`src/rtl/rst_seq_ctrl.sv`:
```
// rst_seq_ctrl - reset sequencing controller at the top of the reset tree.
//
// Turns power-on, software and watchdog reset events into per-domain,
// registered, active-low reset lines. All domains assert together, are held
// for ASSERT_CYCLES clocks, then release one at a time in ascending index
// order with GAP_CYCLES clocks between releases.
//
// Ports:
//   clk_i         system clock (only clock)
//   rst_i         asynchronous active-high power-on reset
//   sw_rst_req_i  software reset request, level-sampled every edge
//   wdt_expire_i  watchdog reset request, level-sampled every edge
//   dom_rst_n_o   per-domain active-low reset, straight from flops
//   busy_o        high while any domain is held or not yet released
//   rst_cause_o   cause of last sequence: 01 POR, 10 SW, 11 WDT
//
// state      | meaning
// -----------+------------------------------------------------------------
// ST_HOLD    | all domains asserted, counting ASSERT_CYCLES
// ST_RELEASE | releasing domain idx after each GAP_CYCLES interval
// ST_IDLE    | all domains released, waiting for a request

module rst_seq_ctrl #(
  parameter int NUM_DOMAINS   = 2,
  parameter int ASSERT_CYCLES = 16,
  parameter int GAP_CYCLES    = 4,
  parameter int CNT_WIDTH     = 8
) (
  input  logic                   clk_i,
  input  logic                   rst_i,
  input  logic                   sw_rst_req_i,
  input  logic                   wdt_expire_i,
  output logic [NUM_DOMAINS-1:0] dom_rst_n_o,
  output logic                   busy_o,
  output logic [1:0]             rst_cause_o
);

  localparam int IDX_W = (NUM_DOMAINS > 1) ? $clog2(NUM_DOMAINS) : 1;

  localparam logic [CNT_WIDTH-1:0] ASSERT_LAST = CNT_WIDTH'(ASSERT_CYCLES - 1);
  localparam logic [CNT_WIDTH-1:0] GAP_LAST    = CNT_WIDTH'(GAP_CYCLES - 1);
  localparam logic [IDX_W-1:0]     IDX_LAST    = IDX_W'(NUM_DOMAINS - 1);

  localparam logic [1:0] CAUSE_POR = 2'b01;
  localparam logic [1:0] CAUSE_SW  = 2'b10;
  localparam logic [1:0] CAUSE_WDT = 2'b11;

  typedef enum logic [1:0] {
    ST_HOLD    = 2'd0,
    ST_RELEASE = 2'd1,
    ST_IDLE    = 2'd2
  } state_t;

  state_t                 state_q, state_d;
  logic [CNT_WIDTH-1:0]   cnt_q, cnt_d;
  logic [IDX_W-1:0]       idx_q, idx_d;
  logic [NUM_DOMAINS-1:0] dom_rst_n_q, dom_rst_n_d;
  logic                   busy_q, busy_d;
  logic [1:0]             cause_q, cause_d;

  logic req;
  assign req = sw_rst_req_i | wdt_expire_i;

  always_comb begin
    state_d     = state_q;
    cnt_d       = cnt_q;
    idx_d       = idx_q;
    dom_rst_n_d = dom_rst_n_q;
    busy_d      = busy_q;
    cause_d     = cause_q;

    if (req) begin
      // A request restarts the sequence from any state; watchdog wins a tie.
      state_d     = ST_HOLD;
      cnt_d       = '0;
      idx_d       = '0;
      dom_rst_n_d = '0;
      busy_d      = 1'b1;
      cause_d     = wdt_expire_i ? CAUSE_WDT : CAUSE_SW;
    end else begin
      case (state_q)
        ST_HOLD: begin
          if (cnt_q == ASSERT_LAST) begin
            state_d = ST_RELEASE;
            cnt_d   = '0;
            idx_d   = '0;
          end else begin
            cnt_d = cnt_q + CNT_WIDTH'(1);
          end
        end

        ST_RELEASE: begin
          if (cnt_q == GAP_LAST) begin
            dom_rst_n_d[idx_q] = 1'b1;
            cnt_d              = '0;
            if (idx_q == IDX_LAST) begin
              state_d = ST_IDLE;
              idx_d   = '0;
              busy_d  = 1'b0;
            end else begin
              idx_d = idx_q + IDX_W'(1);
            end
          end else begin
            cnt_d = cnt_q + CNT_WIDTH'(1);
          end
        end

        ST_IDLE: begin
          dom_rst_n_d = '1;
          busy_d      = 1'b0;
        end

        default: begin
          // Unreachable encoding: recover by re-running the full sequence.
          state_d     = ST_HOLD;
          cnt_d       = '0;
          idx_d       = '0;
          dom_rst_n_d = '0;
          busy_d      = 1'b1;
        end
      endcase
    end
  end

  always_ff @(posedge clk_i or posedge rst_i) begin
    if (rst_i) begin
      state_q     <= ST_HOLD;
      cnt_q       <= '0;
      idx_q       <= '0;
      dom_rst_n_q <= '0;
      busy_q      <= 1'b1;
      cause_q     <= CAUSE_POR;
    end else begin
      state_q     <= state_d;
      cnt_q       <= cnt_d;
      idx_q       <= idx_d;
      dom_rst_n_q <= dom_rst_n_d;
      busy_q      <= busy_d;
      cause_q     <= cause_d;
    end
  end

  assign dom_rst_n_o = dom_rst_n_q;
  assign busy_o      = busy_q;
  assign rst_cause_o = cause_q;

endmodule

```
`config.mk`:
```
export PLATFORM = sky130hd
export DESIGN_NAME = rst_seq_ctrl
export DESIGN_NICKNAME = d
export VERILOG_FILES = /design/src/rtl/rst_seq_ctrl.sv
export SDC_FILE = /design/constraint.sdc
export NUM_CORES = 1
export LEC_CHECK = 0
export CAP_MARGIN = 20
export CORE_MARGIN = 5
export CORE_UTILIZATION = 50
export DETAILED_ROUTE_END_ITERATION = 7
export GPL_TIMING_DRIVEN = 0
export PLACE_DENSITY = 0.71
export REMOVE_ABC_BUFFERS = 1
export SKIP_LAST_GASP = 1
export SYNTH_ARGS = -nofsm -noshare
export SYNTH_HDL_FRONTEND = slang
export SYNTH_SLANG_ARGS = --single-unit
```
`constraint.sdc`:
```
create_clock -name clk_i -period 4.4 [get_ports clk_i]
set_clock_uncertainty 0.1 [all_clocks]
set_input_delay 0.88 -clock clk_i [delete_from_list [all_inputs] [get_ports clk_i]]
set_output_delay 0.88 -clock clk_i [all_outputs]
set_load 0.02 [all_outputs]
```
# Word level (Yosys, flattened, before mapping)
# Index checks and enable logic that the tools add are counted.
dict set report classes {
  n_addsub 2
  magnitude_cmp 2
  mul 0
  mux 24
  reduce_logical 6
  eq_ne 9
  shift 0
  bitwise_logic 2
  div_mod_pow 0
}
# op n
set op_table {}
lappend op_table {{two-way mux 8 bit} 3}
lappend op_table {{case mux 8 bit (3 select lines)} 1}
lappend op_table {{two-way mux 2 bit} 6}
lappend op_table {{case mux 2 bit (3 select lines)} 2}
lappend op_table {{two-way mux 1 bit} 9}
lappend op_table {{!= test 3 bit, second input constant} 3}
lappend op_table {{adder 8 x 1 -> 8 bit, second input constant} 1}
lappend op_table {{== test 8 x 2 -> 1 bit, second input constant} 1}
lappend op_table {{== test 8 x 4 -> 1 bit, second input constant} 1}
lappend op_table {{case mux 1 bit (3 select lines)} 2}
lappend op_table {{AND reduction 3 bit} 2}
lappend op_table {{!= test 2 bit, second input constant} 2}
lappend op_table {{AND reduction 4 bit} 1}
lappend op_table {{== test 2 x 1 -> 1 bit, second input constant} 1}
lappend op_table {{== test 2 bit, second input constant} 1}
lappend op_table {{zero test 2 bit} 1}
lappend op_table {{< comparator 1 x 2 -> 1 bit, second input constant} 1}
lappend op_table {{bitwise OR 2 bit} 1}
lappend op_table {{AND reduction 2 bit} 1}
lappend op_table {{adder 1 bit, second input constant} 1}
lappend op_table {{demux 1 bit (select 1 bit)} 1}
lappend op_table {{>= comparator 1 bit, second input constant} 1}
lappend op_table {{logical AND 1 bit} 1}
lappend op_table {{bitwise OR 1 bit} 1}
dict set report totals {
  output_inout_bits 5
  elab_cells 51
  input_bits 4
  mem_bits_rw 0
  latch_bits 0
  regBits 16
  mem_bits_ro 0
  n_memories 0
}

# Longest topological paths before layout
# Gate-level depths: netlist of run 1.
dict set report logic_depth {
  depth_word 8
  mapped_depth 6
}

# Least setup slack after synthesis of run 1
# No wires, ideal clock.
dict set report synth_path {
  path_type {reg-to-reg}
  from {reg state_q[0]}
  to {reg cnt_q[0]}
  path_slack_ps 2333
  setup_ps 125
  synth_period_minus_slack_ps 2067
  path_stages_with_launch 7
  arrival_time_ps 1843
  cell_sequence {dfrtp_1 -> inv_1 -> ha_1 -> or4b_1 -> o21ai_4 -> nor3_4 -> mux2_2}
}
dict set report synth_via {
  elab_chain_cells 3
  elab_cells_between_ends 6
  classes_between {eq/ne (3); mux (2); reduce/logical (1)}
}
# item line
set synth_rtl {}
lappend synth_rtl {{start, declared} 54} ;# state_t state_q, state_d;
lappend synth_rtl {{start signal, assigned} 134} ;# state_q <= state_d;
lappend synth_rtl {{== test 2 bit, or another cell as far along} 81} ;# case (state_q)
lappend synth_rtl {{case mux 8 bit (3 select lines)} 81}
lappend synth_rtl {{two-way mux 8 bit} 72} ;# if (req) begin
lappend synth_rtl {{end signal, assigned} 135} ;# cnt_q <= cnt_d;
lappend synth_rtl {{end, declared} 55} ;# logic [CNT_WIDTH-1:0] cnt_q, cnt_d;
# Parallel ways exist; a longest one is shown, timed or not.
# A chain may end at the register's enable or synchronous reset.

# Worst setup path after layout of run 1
dict set report layout_path {
  from {in wdt_expire_i}
  to {reg idx_q}
}
dict set report layout_via {
  elab_chain_cells 3
  elab_cells_between_ends 6
  classes_between {eq/ne (3); mux (1); bitwise (1); reduce/logical (1)}
}
# item line
set layout_rtl {}
lappend layout_rtl {{start, declared} 32} ;# input logic wdt_expire_i,
lappend layout_rtl {{bitwise OR 1 bit *} 62} ;# assign req = sw_rst_req_i | wdt_expire_i;
lappend layout_rtl {{!= test 3 bit (no source line) / != test 2 bit (equally long branches)} n/a}
lappend layout_rtl {{AND reduction 3 bit (no source line)} n/a}
lappend layout_rtl {{end signal, assigned} 136} ;# idx_q <= idx_d;
lappend layout_rtl {{end, declared} 56} ;# logic [IDX_W-1:0] idx_q, idx_d;
# Every way passes the cells marked *; elsewhere a longest branch is shown, timed or not.

==> results of run 1 <==
-- state kept, by name (all words and copies together), names as in the netlist --
signal and cells:
cnt_q 8, dom_rst_n_o 2, state_q 2, busy_o 1, rst_cause_o 2, idx_q 1
-- cell usage in the layout (no fill, tap or decap), types with 2 or more instances in the layout --
cell type	netlist	layout
a22o_1	5	5
inv_1	4	4
dfrtp_1	14	14
o21ai_1	4	4
clkbuf_4	0	3
nand2_1	11	11
a21oi_1	7	7
clkdlybuf4s50_1	0	8
dfstp_2	2	2
nor2_1	8	8
a21o_1	2	2
nor3_1	4	4
ha_1	6	6
nand3_1	3	3
nor2b_1	2	2
o31ai_1	5	5
-- stage by stage --
| step | cells | setup slack [ps] |
|---|---|---|
| 6_report | 136 | 1983 |
| 5_1_grt | 136 | 1837 |
| 4_1_cts | 136 | 1983 |
| 3_5_place_dp | 133 | 1687 |
| 3_3_place_gp | 133 | 1676 |
| 2_1_floorplan | 98 | 2329 |
-- synthesized netlist by cell type, drive strengths merged --
cell | number | share of area [%]
o221ai | 1 | 1.5
a21o | 2 | 1.5
o21a | 1 | 0.76
o221a | 1 | 1.1
buf | 2 | 1.6
nor3 | 5 | 3.7
nor4b | 1 | 0.89
or2 | 1 | 0.63
o22ai | 1 | 2.0
nor3b | 1 | 0.76
ha | 6 | 7.6
nand2b | 1 | 0.63
nand3 | 3 | 1.5
or4b | 1 | 1.0
o21ai | 5 | 3.7
nor2b | 2 | 1.3
or4 | 1 | 1.1
nand4b | 1 | 0.89
nor4 | 1 | 0.63
nor2 | 9 | 3.7
o2bb2ai | 1 | 0.89
o32ai | 1 | 0.89
a31o | 1 | 0.89
nand2 | 11 | 4.2
o211ai | 1 | 0.76
dfstp | 2 | 5.3
inv | 4 | 1.5
a22o | 5 | 4.4
dfrtp | 14 | 35
mux2 | 1 | 1.1
o31ai | 5 | 3.8
or3 | 1 | 0.63
a21oi | 7 | 3.5
-- cell families (layout without fill, tap and decap cells) --
logic type,Yosys count,in the layout,share of synthesized area [%]
AO/OA/AOI/OAI,32,32,25.82
multiplexers,1,1,1.139
buffers and inverters,6,15,3.164
AND/OR/NAND/NOR,39,39,21.52
flip-flops,16,16,40.76
adder cells (fa/ha/maj),6,6,7.595
-- layout make-up --
type / count / area (um2) / area share (%)
Timing Repair Buffer: 8 / 80.08 / 7.223
Sequential cell: 16 / 402.9 / 36.34
Inverter: 4 / 15.01 / 1.354
Clock buffer: 3 / 22.52 / 2.032
Tap cell: 27 / 33.78 / 3.047
Multi-Input combinational cell: 78 / 554.3 / 50.00
-- power groups by stage --
stage                     Sequential (mW)  Clock, mW  Combinational, mW
after floorplan                     0.170          0             0.0685
after detailed placement            0.167          0             0.0988
after global routing                0.165     0.0841              0.111
final                               0.165     0.0785             0.0987
after global placement              0.166          0             0.0970
after CTS                           0.164     0.0794             0.0996
-- metal layers --
metal / track usage, % / up-vias / wire length [um]
li1: - / 392 / -
met1: 22.35 / 366 / 993
met2: 22.31 / 15 / 853
met3: 2.452 / 6 / 68
met4: 11.20 / 0 / 59
met5: 0 / - / 0
-- how the worst max path moves through the flow --
stage                           endpoint                    from  cells past startpoint  slack (ps)
floorplan           cnt_q[0]$_DFFE_PP0P_  state_q[0]$_DFFE_PP0P_                      6        2330
global route        cnt_q[0]$_DFFE_PP0P_            wdt_expire_i                      5        1840
finish                 idx_q$_DFFE_PP0P_            wdt_expire_i                      5        1980
CTS                 cnt_q[0]$_DFFE_PP0P_            wdt_expire_i                      5        1980
global placement       idx_q$_DFFE_PP0P_            wdt_expire_i                      5        1680
detailed placement  cnt_q[0]$_DFFE_PP0P_            wdt_expire_i                      5        1690
-- worst max-delay path, delay by kind of cell --
kind / cells / cell delay [ps]
and+or+nand+nor: 2 / 720
buffers and inverters: 1 / 490
AOI/OAI and AO/OA: 2 / 400
==> results.ini, run 1 <==
[cells_and_area]
fillers=179
antenna_cells=0
final_core_util_pct=57.68
drive_gt1_share_pct=11.93
synthToLayoutAreaGrowth_pct=12.15
final_nets=121
design_area_mm2=0.001109

[floorplanning]
num_io_pins=9
die-area_mm2=0.002966
start_util_pct=51.43
rows=16
die_x_um=54.46
die_height_um=54.46
coreArea_mm2=0.001922

[worst_setup_path]
worst_setup_path_end_kind=flop
slowest_stage=clkdlybuf4s50_1
ff2ff_setup_slack_ps=2140
reg2regPathDepth=6
crit_fanout=10
cp-start-kind=primary input
slowest_delay_ps=490
cp.required_ps=4480
regToRegEndpoint=cnt_q[0]$_DFFE_PP0P_
worstPathCellList=clkdlybuf4s50_1 -> nor2_2 -> o21ai_4 -> or2_1 -> a22o_1
path_class=in -> reg
cp.arrival_ps=2500
timing.rr.start=state_q[0]$_DFFE_PP0P_

[power]
ir_worst_vdd_v=0.0001922
power_mw=0.3418
pwr-share-seq_pct=48.2
p_leak_nw=0.4541
clkPwrFrac_pct=23.0
combPwrFrac_pct=28.9
power_density_mw_per_mm2=308.3
swShare_pct=33.33
p_int_mw=0.2279
netSwitchingPower_mw=0.1139

[timing]
tns_ps=0
rsz0062_at_grt=false
setup_viol=0
whs_ps=368.1
hold_violations=0
fmaxAchievable_mhz=413.7
min_period_ps=2417
tightest_slew_ps=596.6
finalCritPeriodShare_pct=54.94
relSlewSlack_pct=60.18
maxSlewViolCount=0

[routing]
via_per_inst=5.728
drc=0
ant_nets=0
drt_wl_total_um=1975
num_vias=779
drt_iter0_markers=15
wl_per_cell_um=14.52
dr.pass1.iters=4

[synthesis]
avgSynthCellArea_um2=9.884
netlist_instances=100
seq_area_frac_synth_pct=40.76
yosysWarnings=0
yosysUniqueCellTypes=37
ys_ff_latch=16
netlist_area_um2=988.4

[placed_design]
globalplace.congestion=0.8160
io_buffers=8
post_dp_cell_area_mm2=0.001086
dp_hpwl_um=1440

[clock_network]
cts_inserted_buffers=3
path_clk_slew_ps=90
cts_setup_buffers=0
clockBufferDepth=2
cts_sinks=16
cts_resized=0
root_buffer=clkbuf_4
cts_tree=built
clock_latency_ps=290
htreeDepth=1
holdBufCountCts=0

[global_routing]
grt_pass1_vias=748
antenna_found_initial=0
gr-total-overflow=0
grt.total_usage_pct=16.03
grt_pass1_wl_um=3332
grt_max_degree=17

[status]
status=finished clean

[job]
maxCapViolations=0

[worst_hold_path]
hp-class=reg -> reg
min_from=rst_cause_o[1]$_DFFE_PP0N_
min_to=rst_cause_o[1]$_DFFE_PP0N_
min_path_cells=1

Note: power is estimated with default switching activity, not from simulation.
==> run 2, diff against run 1 <==
- PLACE_DENSITY: 0.71 -> 0.74
- clock period: 4.4 -> 2.2 ns (I/O delays scaled with it)
==> results.ini, run 2 (synthesis results as in run 1) <==
[worst_setup_path]
cp.required_ps=2280
cp.arrival_ps=2220
worst_setup_path_end_kind=flop
cp-start-kind=flop
crit_fanout=6
path_class=reg -> reg

[clock_network]
cts_inserted_buffers=3
cts_tree=built
clock_latency_ps=290
holdBufCountCts=0
clockBufferDepth=2
htreeDepth=1
root_buffer=clkbuf_4
cts_sinks=16
path_clk_slew_ps=90

[floorplanning]
num_io_pins=9
die_height_um=54.46
rows=16
start_util_pct=51.43
coreArea_mm2=0.001922
die_x_um=54.46
die-area_mm2=0.002966

[cells_and_area]
antenna_cells=0
synthToLayoutAreaGrowth_pct=15.06
largest-register=cnt_q
final_nets=124
mostFrequentLayoutCell=dfrtp_1
largest_reg_flops=8
drive_gt1_share_pct=16.07
ff_latch_area_um2=402.9
fillers=175
final_cell_mix=dfrtp_1 (14), nand2_1 (11), nor2_1 (8), clkdlybuf4s50_1 (8), a21oi_1 (7)
multi_input_area_um2=560.5

[worst_hold_path]
hp-class=reg -> reg

[routing]
ant_nets=0
drc=0
drt_iter0_markers=22
via_per_inst=5.914
num_vias=822
dr.pass1.iters=4
drt_wl_total_um=2149
wl_per_cell_um=15.46

[global_routing]
grt.total_usage_pct=17.95
grt_pass1_vias=826
grt_max_degree=17
antenna_found_initial=0
gr-total-overflow=0
grt_pass1_wl_um=3760

[timing]
setup_viol=0
tightest_slew_ps=601.3
hold_violations=0
relSlewSlack_pct=59.87
whs_ps=376.4
fin_ws_ps=59.09
fmaxAchievable_mhz=467.1
min_period_ps=2141
maxSlewViolCount=0
finalCritPeriodShare_pct=97.31
tns_ps=0

[placed_design]
dp_hpwl_um=1478
io_buffers=8
globalplace.congestion=0.8027
dp_slack_ps=-96.28

[power]
power_mw=0.6904
power_density_mw_per_mm2=607.1
ir_worst_vdd_v=0.0004231
p_leak_nw=0.4686

[job]
maxCapViolations=0

[status]
status=finished clean

==> run 2: report_power, final <==
group	switching, mW	total, mW	internal, mW
sequential	0.0151	0.329	0.314
clock	0.0898	0.153	0.0637
combinational	0.125	0.208	0.0837
==> run 2: per-stage QoR <==
stage          util (%)  instances  instance area, um2
6_report          59.18        139                1137
5_1_grt           59.18        139                1137
4_1_cts           59.05        139                1135
3_5_place_dp      56.51        133                1086
2_1_floorplan         -         98               972.2
3_3_place_gp      56.51        133                1086
==> run 2: timing repair <==
item | 4_1_cts | 5_1_grt
setup endpoints to repair | 7 | 5
pin swaps | 1 | 0
setup buffers | 3 | 0
gates cloned | 0 | 0
gates resized for setup | 1 | 1
==> run 2: path summary, 6_finish.rpt <==
| path | startpoint | endpoint | slack, ps | depth (start not counted) |
|---|---|---|---|---|
| max in group asynchronous | rst_i | dom_rst_n_o[0]$_DFFE_PP0P_ | 1200 | 2 |
| worst min register to register | rst_cause_o[1]$_DFFE_PP0N_ | rst_cause_o[1]$_DFFE_PP0N_ | 380 | 1 |
| worst max-delay path | state_q[0]$_DFFE_PP0P_ | cnt_q[0]$_DFFE_PP0P_ | 60 | 7 |
| worst max register to register | state_q[0]$_DFFE_PP0P_ | cnt_q[0]$_DFFE_PP0P_ | 60 | 7 |
| min in group asynchronous | rst_i | cnt_q[2]$_DFFE_PP0P_ | 410 | 2 |
| worst min-delay path | rst_cause_o[1]$_DFFE_PP0N_ | rst_cause_o[1]$_DFFE_PP0N_ | 380 | 1 |
==> run 2: critical path, cell delays in order (launching register included) <==
cell and delay, ps:
dfrtp_1 410, inv_1 100, ha_2 250, or4b_4 530
o21ai_4 170, buf_4 140, nor3_4 60, mux2_2 280
==> run 2: final cells by class <==
type,instances,share of cell area [%]
multi-input combinational,78,49.28
sequential,16,35.42
timing repair buffer,11,9.021
tap,27,2.970
clock buffer,3,1.980
inverter,4,1.320
==> run 2: metal layers <==
layer  wire length [um]  global-route usage [%]  share of wire (%)
met5                  0                       0                  0
met4                 29                   6.224                1.3
met3                105                   5.722                4.9
met2               1032                   28.69                 48
met1                981                   22.70                 46
